### config.mk
export PLATFORM = sky130hd
export DESIGN_NAME = multiplier_datapath_flat
export DESIGN_NICKNAME = d
export VERILOG_FILES = /design/src/rtl/multiplier_datapath_if.sv /design/src/rtl/multiplier_datapath.sv /design/src/flat_wrapper.sv
export SDC_FILE = /design/constraint.sdc
export NUM_CORES = 1
export LEC_CHECK = 0
export CAP_MARGIN = 0
export CELL_PAD_IN_SITES_DETAIL_PLACEMENT = 2
export CELL_PAD_IN_SITES_GLOBAL_PLACEMENT = 2
export CORE_AREA = 2 2 148 150
export DETAILED_ROUTE_END_ITERATION = 8
export DIE_AREA = 0 0 150 152
export MAX_ROUTING_LAYER = met4
export PLACE_DENSITY = 0.85
export SLEW_MARGIN = 20
export SYNTH_ARGS = -nofsm -noshare
export SYNTH_HDL_FRONTEND = slang
export SYNTH_SLANG_ARGS = --single-unit
### constraint.sdc
create_clock -name clk -period 3.3 [get_ports clk]
set_input_delay 0.33 -clock clk [delete_from_list [all_inputs] [get_ports clk]]
set_output_delay 0.33 -clock clk [all_outputs]
set_load 0.01 [all_outputs]
### src/rtl/multiplier_datapath_if.sv
// rtl/multiplier_datapath_if.sv - Control-to-datapath bundle for the shift-add multiplier
//
// Purpose: groups the Control handshake, operand inputs and result outputs of
// multiplier_datapath so Control (master) and the datapath (slave) share one port.
// Signals:
//    wrctrl       master->slave  load operands
//    strctrl      master->slave  1 = store ALU result into upper half, 0 = shift right
//    addctrl[5:0] master->slave  ALU op code
//    ready        master->slave  Control finished; freezes datapath
//    multiplicand master->slave  operand A
//    multiplier   master->slave  operand B
//    lsb          slave->master  prod[0], steers Control's add/no-add decision
//    product      slave->master  low 2*WIDTH bits of running product
//    busy         slave->master  multiply in progress
//    done         slave->master  one-cycle completion pulse
interface multiplier_datapath_if #(
   parameter int WIDTH = 32
);
   logic                 wrctrl;
   logic                 strctrl;
   logic [5:0]           addctrl;
   logic                 ready;
   logic [WIDTH-1:0]     multiplicand;
   logic [WIDTH-1:0]     multiplier;
   logic                 lsb;
   logic [2*WIDTH-1:0]   product;
   logic                 busy;
   logic                 done;

   modport master (
      output wrctrl, strctrl, addctrl, ready, multiplicand, multiplier,
      input  lsb, product, busy, done
   );

   modport slave (
      input  wrctrl, strctrl, addctrl, ready, multiplicand, multiplier,
      output lsb, product, busy, done
   );
endinterface

### src/rtl/multiplier_datapath.sv
// rtl/multiplier_datapath.sv - Datapath half of the 32x32 unsigned shift-add multiplier
//
// Purpose: holds the multiplicand and the (2*WIDTH+1)-bit running product, performs
// one add or one shift per cycle under Control's direction, and presents the
// result with a one-cycle done pulse when Control raises ready.
// Ports:
//    clk    in   single clock, rising edge
//    reset  in   asynchronous, active-low; clears all state
//    bus    slave modport of multiplier_datapath_if (see that file for signals)
module multiplier_datapath #(
   parameter int         WIDTH  = 32,
   parameter logic [5:0] ADD_OP = 6'd27
) (
   input  logic                 clk,
   input  logic                 reset,
   multiplier_datapath_if.slave bus
);

   logic [WIDTH-1:0]   mcand;
   // Bit 2*WIDTH is the adder carry; it must survive until the following shift
   // moves it into the top of the 2*WIDTH-bit result.
   logic [2*WIDTH:0]   prod;
   logic               busy_q;
   logic               done_q;
   logic [WIDTH:0]     alu_result;

   always_comb begin
      alu_result = {1'b0, prod[2*WIDTH-1:WIDTH]};
      if (bus.addctrl == ADD_OP) begin
         alu_result = {1'b0, prod[2*WIDTH-1:WIDTH]} + {1'b0, mcand};
      end
   end

   always_ff @(posedge clk or negedge reset) begin
      if (!reset) begin
         mcand  <= '0;
         prod   <= '0;
         busy_q <= 1'b0;
         done_q <= 1'b0;
      end else begin
         done_q <= 1'b0;
         if (bus.wrctrl) begin
            // A load always wins, even mid-multiply: the partial product is discarded.
            mcand  <= bus.multiplicand;
            prod   <= {{(WIDTH+1){1'b0}}, bus.multiplier};
            busy_q <= 1'b1;
         end else if (busy_q) begin
            if (bus.ready) begin
               busy_q <= 1'b0;
               done_q <= 1'b1;
            end else if (bus.strctrl) begin
               prod[2*WIDTH:WIDTH] <= alu_result;
            end else begin
               prod <= prod >> 1;
            end
         end
         // Idle: Control's strctrl/addctrl/ready are ignored so the last result holds.
      end
   end

   assign bus.lsb     = prod[0];
   assign bus.product = prod[2*WIDTH-1:0];
   assign bus.busy    = busy_q;
   assign bus.done    = done_q;

endmodule

### src/flat_wrapper.sv
// flat-port wrapper written by rule: the top's interface ports become plain ports
module multiplier_datapath_flat 
#(
   parameter int         WIDTH  = 32,
   parameter logic [5:0] ADD_OP = 6'd27
)
  (clk, reset, bus_wrctrl, bus_strctrl, bus_addctrl, bus_ready, bus_multiplicand, bus_multiplier, bus_lsb, bus_product, bus_busy, bus_done);
  multiplier_datapath_if #(.WIDTH(WIDTH)) bus_i ();
  input  logic clk;
  input  logic reset;
  input wire logic [$bits(bus_i.wrctrl)-1:0] bus_wrctrl;
  input wire logic [$bits(bus_i.strctrl)-1:0] bus_strctrl;
  input wire logic [$bits(bus_i.addctrl)-1:0] bus_addctrl;
  input wire logic [$bits(bus_i.ready)-1:0] bus_ready;
  input wire logic [$bits(bus_i.multiplicand)-1:0] bus_multiplicand;
  input wire logic [$bits(bus_i.multiplier)-1:0] bus_multiplier;
  output wire logic [$bits(bus_i.lsb)-1:0] bus_lsb;
  output wire logic [$bits(bus_i.product)-1:0] bus_product;
  output wire logic [$bits(bus_i.busy)-1:0] bus_busy;
  output wire logic [$bits(bus_i.done)-1:0] bus_done;
  assign bus_i.wrctrl = bus_wrctrl;
  assign bus_i.strctrl = bus_strctrl;
  assign bus_i.addctrl = bus_addctrl;
  assign bus_i.ready = bus_ready;
  assign bus_i.multiplicand = bus_multiplicand;
  assign bus_i.multiplier = bus_multiplier;
  assign bus_lsb = bus_i.lsb;
  assign bus_product = bus_i.product;
  assign bus_busy = bus_i.busy;
  assign bus_done = bus_i.done;
  multiplier_datapath #(.WIDTH(WIDTH), .ADD_OP(ADD_OP)) u_core (.clk(clk), .reset(reset), .bus(bus_i));
endmodule
Word level (Yosys, flattened, before mapping)

Index checks and enable logic that the tools add are counted.

$add $sub $neg: 1
Equality and inequality tests: 4
Mux-type cells: 12
Reduce and logical (&&, ||, !) cells: 4

Operator list:

| cell                                                  | number |
|---|---|
| two-way mux 65 bit                                    | 3 |
| two-way mux 33 bit                                    | 2 |
| adder 32 x 32 -> 33 bit                               | 1 |
| two-way mux 32 bit                                    | 1 |
| == test 6 x 5 -> 1 bit, second input constant         | 1 |
| two-way mux 1 bit                                     | 6 |
| AND reduction 3 bit                                   | 2 |
| inequality test 2 bit, second input constant          | 2 |
| inequality test 3 x 2 -> 1 bit, second input constant | 1 |
| AND reduction 2 bit                                   | 1 |
| nonzero test 2 bit                                    | 1 |

Bits in registers: 99
Bits of input ports: 75
Output and inout port bits: 67
Logic and storage cells: 27

Logic depth before layout (Yosys ltp)

Word-level depth: 6
Gate-level depth with buffers: 11
Mapped depth without buffers: 11

Worst setup path before layout

Ideal clock, no wire load.

Path kind: reg2reg
Start point: register u_core.prod[32]
End point: register u_core.prod[50]
Setup time: 0.135 ns
Data arrival time: 2.363 ns
Required time: 3.165 ns
Path slack: 0.801 ns
Stages on the path, launching flop included: 12
Buffers on the path: 0
Clock period less this slack: 2.499 ns
Cell sequence: dfrtp_1 > ha_1 > inv_1 > fa_1 > nor2b_4 > o211ai_2 > a2111o_1 > a21oi_2 > a311oi_2 > xnor2_1 > a221oi_1 > nor3_1

Longest elaborated chain between the ends: 6

Ends and longest elaborated chain:

| what                            | line                      | RTL |
|---|---|---|
| start, declared                 | multiplier_datapath.sv:22 | `logic [2*WIDTH:0] prod;` |
| start signal, assigned          | multiplier_datapath.sv:45 | `prod <= {{(WIDTH+1){1'b0}}, bus.multiplier};` |
| start signal, assigned by index | multiplier_datapath.sv:52 | `prod[2*WIDTH:WIDTH] <= alu_result;` |
| start signal, assigned          | multiplier_datapath.sv:54 | `prod <= prod >> 1;` |
| adder 32 x 32 -> 33 bit         | multiplier_datapath.sv:30 | `alu_result = {1'b0, prod[2*WIDTH-1:WIDTH]} + {1'b0, mcand};` |
| two-way mux 33 bit              | multiplier_datapath.sv:29 | `if (bus.addctrl == ADD_OP) begin` |
| two-way mux 33 bit              | multiplier_datapath.sv:51 | `end else if (bus.strctrl) begin` |
| two-way mux 65 bit              | multiplier_datapath.sv:48 | `if (bus.ready) begin` |
| two-way mux 65 bit              | multiplier_datapath.sv:47 | `end else if (busy_q) begin` |
| two-way mux 65 bit              | multiplier_datapath.sv:42 | `if (bus.wrctrl) begin` |

Every way passes these cells. The select of a mux whose other input is x is not followed.
A chain may end at the register's enable or synchronous reset.

Final worst setup path

Start point: register u_core.prod[46]
End point: register u_core.prod[59]

The elaborated chain is that of the path after synthesis.

==> summary.txt <==
result of the run = completed
layout filler cell count = 2355
combined area of all synthesized cells = 6470 µm²
Root Driver = sky130_fd_sc_hd__clkbuf_16
critical path's largest stage delay = 0.47 ns
required time of the worst setup path = 3.49 ns
IO Count = 142
antenna violation net count after detailed routing = 0
time the worst path needs with I/O delays and setup = 2.90 ns
Synth warnings = 0
largest net degree at the start of global routing = 66
final cell utilization of the core = 37.6%
power per unit of standard cell area = 409 nW/µm²
wirelength, routed = 20500 µm
CORE AREA = 21400 µm²
detailed router's first-iteration violation count = 253
Synth Net Count = 795
worst slew pin tran = 1.01 ns
deepest clock path buffer count = 2
Final WS setup = 0.404 ns
largest clock skew in the final design = 0.00833 ns
multiplexer area fraction after synthesis = 10.7%
length of routed wiring on met1 = 9140 µm
highest metal used = met4
proportion of synthesized chip area in sequential cells = 38.3%
post-synthesis cell count = 687
final period utilization = 87.8%
DRC violation count after routing = 0
final hold violation count = 0
pre-CTS setup slack = 0.420 ns
CTS sink count = 99
H-tree depth = 3
wire length per cell after detailed routing = 19.7 µm
list of cells traversed by the critical path = ha_1 > nand2_1 > nor4_1 > a32oi_1 > a211oi_2 > nand3_2 > o21ai_2 > xnor2_1 > o22ai_1
Met2 Routed Length = 10100 µm
Post-Synth Adder-Cell Area = 6.50%
number of non-filler instances in the completed layout = 1038
buffer count from post-CTS setup fixing = 0
maximum net fanout on the critical path = 7
kind of path behind the tightest hold check = in -> async
largest family of logic cells by synthesized area = compound AO/OA/AOI/OAI gates
final global-route overflow total = 0
total global-route track usage = 18.5%
EDFF count, synth = 0
die height = 152 µm
clock latency at the later pin of the worst-skew pair = 0.35 ns
register-to-register setup slack = 0.40 ns
synthesized area per cell = 9.42 µm²
unrepaired setup endpoints after global routing = no
number of buffers inserted during clock tree synthesis = 9
Post-Place Cells = 1020
PortBufs = 141
crit path kind = reg -> reg
Site Rows = 54
Critical R2R Capture = u_core.prod[59]$_DFFE_PN0P_
Post-Synth Simple-Gate Area = 11.6%
wire length of the first global-routing pass = 32500 µm
via count of the first global-routing pass = 5916
Worst Reg-to-Reg Cells = 9
floorplan die area = 22800 µm²
Critical Path Slowest Stage Cell = sky130_fd_sc_hd__ha_1
Relative slew margins = 32.7%
worst supply voltage drop on vdd = 0.000227 V
launching point of the worst reg2reg path = u_core.prod[46]$_DFFE_PN0P_
total half-perimeter wirelength after legalization and detailed placement = 15500 µm
count of TritonRoute iterations in the first routing pass = 4
count of unique library cells instantiated by Yosys = 63
via count = 5427
compound-gate portion of the synthesized area = 19.2%
final weighted congestion in routability-driven placement = 0.823
cell types occupying the most area after synthesis = sky130_fd_sc_hd__dfrtp_1, sky130_fd_sc_hd__buf_4, sky130_fd_sc_hd__ha_1
crit start category = flop
launch point of the critical path = u_core.prod[46]$_DFFE_PN0P_
area share of xor/xnor cells in the synthesized design = 3.38%
total met3 wirelength after detailed routing = 1010 µm
Max Freq = 345 MHz
flip-flop and latch count after synthesis = 99
Initial Util = 30.3%
share of final-layout standard cells stronger than drive strength 1 = 10.0%
number of antenna violations at the first check in global routing = 1
Critical Path Sink Type = flop
post-cts resize count = 0
Total Neg Setup Slack = 0 ns
top-area cell type share of the netlist area = 38.3%
average via count per standard cell = 5.23
# setup viols final = 0
max-capacitance violation count = 0
share of flip-flops with an asynchronous set or reset = 100%
Final #Nets = 860
most used flip-flop cell after synthesis = sky130_fd_sc_hd__dfrtp_1
Static Leak = 0.00352 µW
TritonCTS clock tree = yes
endpoint arrival time on the critical path = 3.09 ns
horizontal die dimension = 150 µm
worst hold margin = 0.490 ns
max-slew violation total from the final report = 0
clock transition at the registers of the reported paths = 0.07 ns
dominant cell type by area after synthesis = sky130_fd_sc_hd__dfrtp_1
Area Overhead vs Synth = 24.0%
[worst max path at each step]
stage                                        to  slack [ns]  cells past startpoint
floorplan           u_core.prod[50]$_DFFE_PN0P_        0.80                     11
global placement    u_core.prod[62]$_DFFE_PN0P_        0.52                      8
detailed placement  u_core.prod[49]$_DFFE_PN0P_        0.42                      8
CTS                 u_core.prod[56]$_DFFE_PN0P_        0.39                     11
global route        u_core.prod[63]$_DFFE_PN0P_        0.26                      9
finish              u_core.prod[59]$_DFFE_PN0P_        0.40                      9
[placed cells by master, fill, tap and decap left out, drive strengths merged, types with 14 or more instances in the layout]
cell type / instances
mux2i: 33
a22oi: 14
dfrtp: 99
nor3: 14
a21oi: 35
nor2: 42
inv: 15
o21ai: 70
clkdlybuf4s50: 139
nand2: 67
xnor2: 14
ha: 32
mux2: 32
[layout make-up]
| type | count | area, µm² | share of cell area (%) |
|---|---|---|---|
| diodes | 1 | 2.50 | 0.0312 |
| clock buffers | 11 | 253 | 3.15 |
| clock inverters | 5 | 60.1 | 0.749 |
| inverters | 14 | 52.6 | 0.655 |
| multi-input cells | 476 | 3320 | 41.4 |
| flip-flops and latches | 99 | 2480 | 30.9 |
| well taps | 280 | 350 | 4.37 |
| repair buffers | 152 | 1500 | 18.7 |
[cell usage after synthesis (5+ instances only)]
library cell	instances
sky130_fd_sc_hd__a21o_1	8
sky130_fd_sc_hd__a21oi_1	33
sky130_fd_sc_hd__a221oi_1	11
sky130_fd_sc_hd__a22oi_1	14
sky130_fd_sc_hd__a31oi_1	6
sky130_fd_sc_hd__and3_1	7
sky130_fd_sc_hd__buf_2	11
sky130_fd_sc_hd__buf_4	64
sky130_fd_sc_hd__clkbuf_1	23
sky130_fd_sc_hd__dfrtp_1	99
sky130_fd_sc_hd__ha_1	32
sky130_fd_sc_hd__inv_1	13
sky130_fd_sc_hd__mux2_2	32
sky130_fd_sc_hd__mux2i_1	33
sky130_fd_sc_hd__nand2_1	67
sky130_fd_sc_hd__nand2b_1	5
sky130_fd_sc_hd__nand3_1	6
sky130_fd_sc_hd__nand4_1	9
sky130_fd_sc_hd__nor2_1	42
sky130_fd_sc_hd__nor3_1	13
sky130_fd_sc_hd__o21ai_0	65
sky130_fd_sc_hd__o22ai_1	7
sky130_fd_sc_hd__xnor2_1	14
sky130_fd_sc_hd__xor2_1	11
[what timing repair did]
action                                  4_1_cts  5_1_grt
endpoints found under the hold margin        36        0
hold buffers                                  1        0
endpoints found under the setup margin        0        0
[flip-flops by register name (all words and copies together), names as in the netlist]
signal	count
u_core.bus.done	1
u_core.mcand	32
u_core.prod	65
u_core.bus.busy	1
[worst max-delay path: cells and delay by family, from the launching register on]
kind / cells / cell delay [ns]
flip-flops: 1 / 0.44
adder cells (fa/ha/maj): 1 / 0.47
XOR/XNOR: 1 / 0.16
AND/OR/NAND/NOR: 3 / 0.75
AO/OA/AOI/OAI: 4 / 0.93
[metrics by stage]
stage	cell area, µm²	total power [µW]
floorplan	6470	1880
global placement	7700	2150
detailed placement	7700	2180
CTS	8020	3330
global route	8020	3470
finish	8020	3280
[per-layer routing]
| layer | global-route usage (%) | vias up |
|---|---|---|
| met5 | - | - |
| met4 | 3.95 | 0 |
| met3 | 3.66 | 15 |
| met2 | 30.9 | 127 |
| met1 | 23.1 | 2738 |
| li1 | - | 2547 |
[logic make-up after synthesis]
family	count (synthesis)
adder cells (fa/ha/maj)	33
buffers and inverters	112
XOR/XNOR	25
multiplexers	65
AO/OA/AOI/OAI	189
AND/OR/NAND/NOR	164
flip-flops	99
[where the power goes]
| part | internal (µW) | switching, µW | total (µW) | leakage, µW |
|---|---|---|---|---|
| logic | 375 | 394 | 769 | 0.00213 |
| clock network | 633 | 498 | 1130 | 0.000152 |
| registers | 1310 | 76.8 | 1380 | 0.00124 |
(Power assumes the default switching activity.)
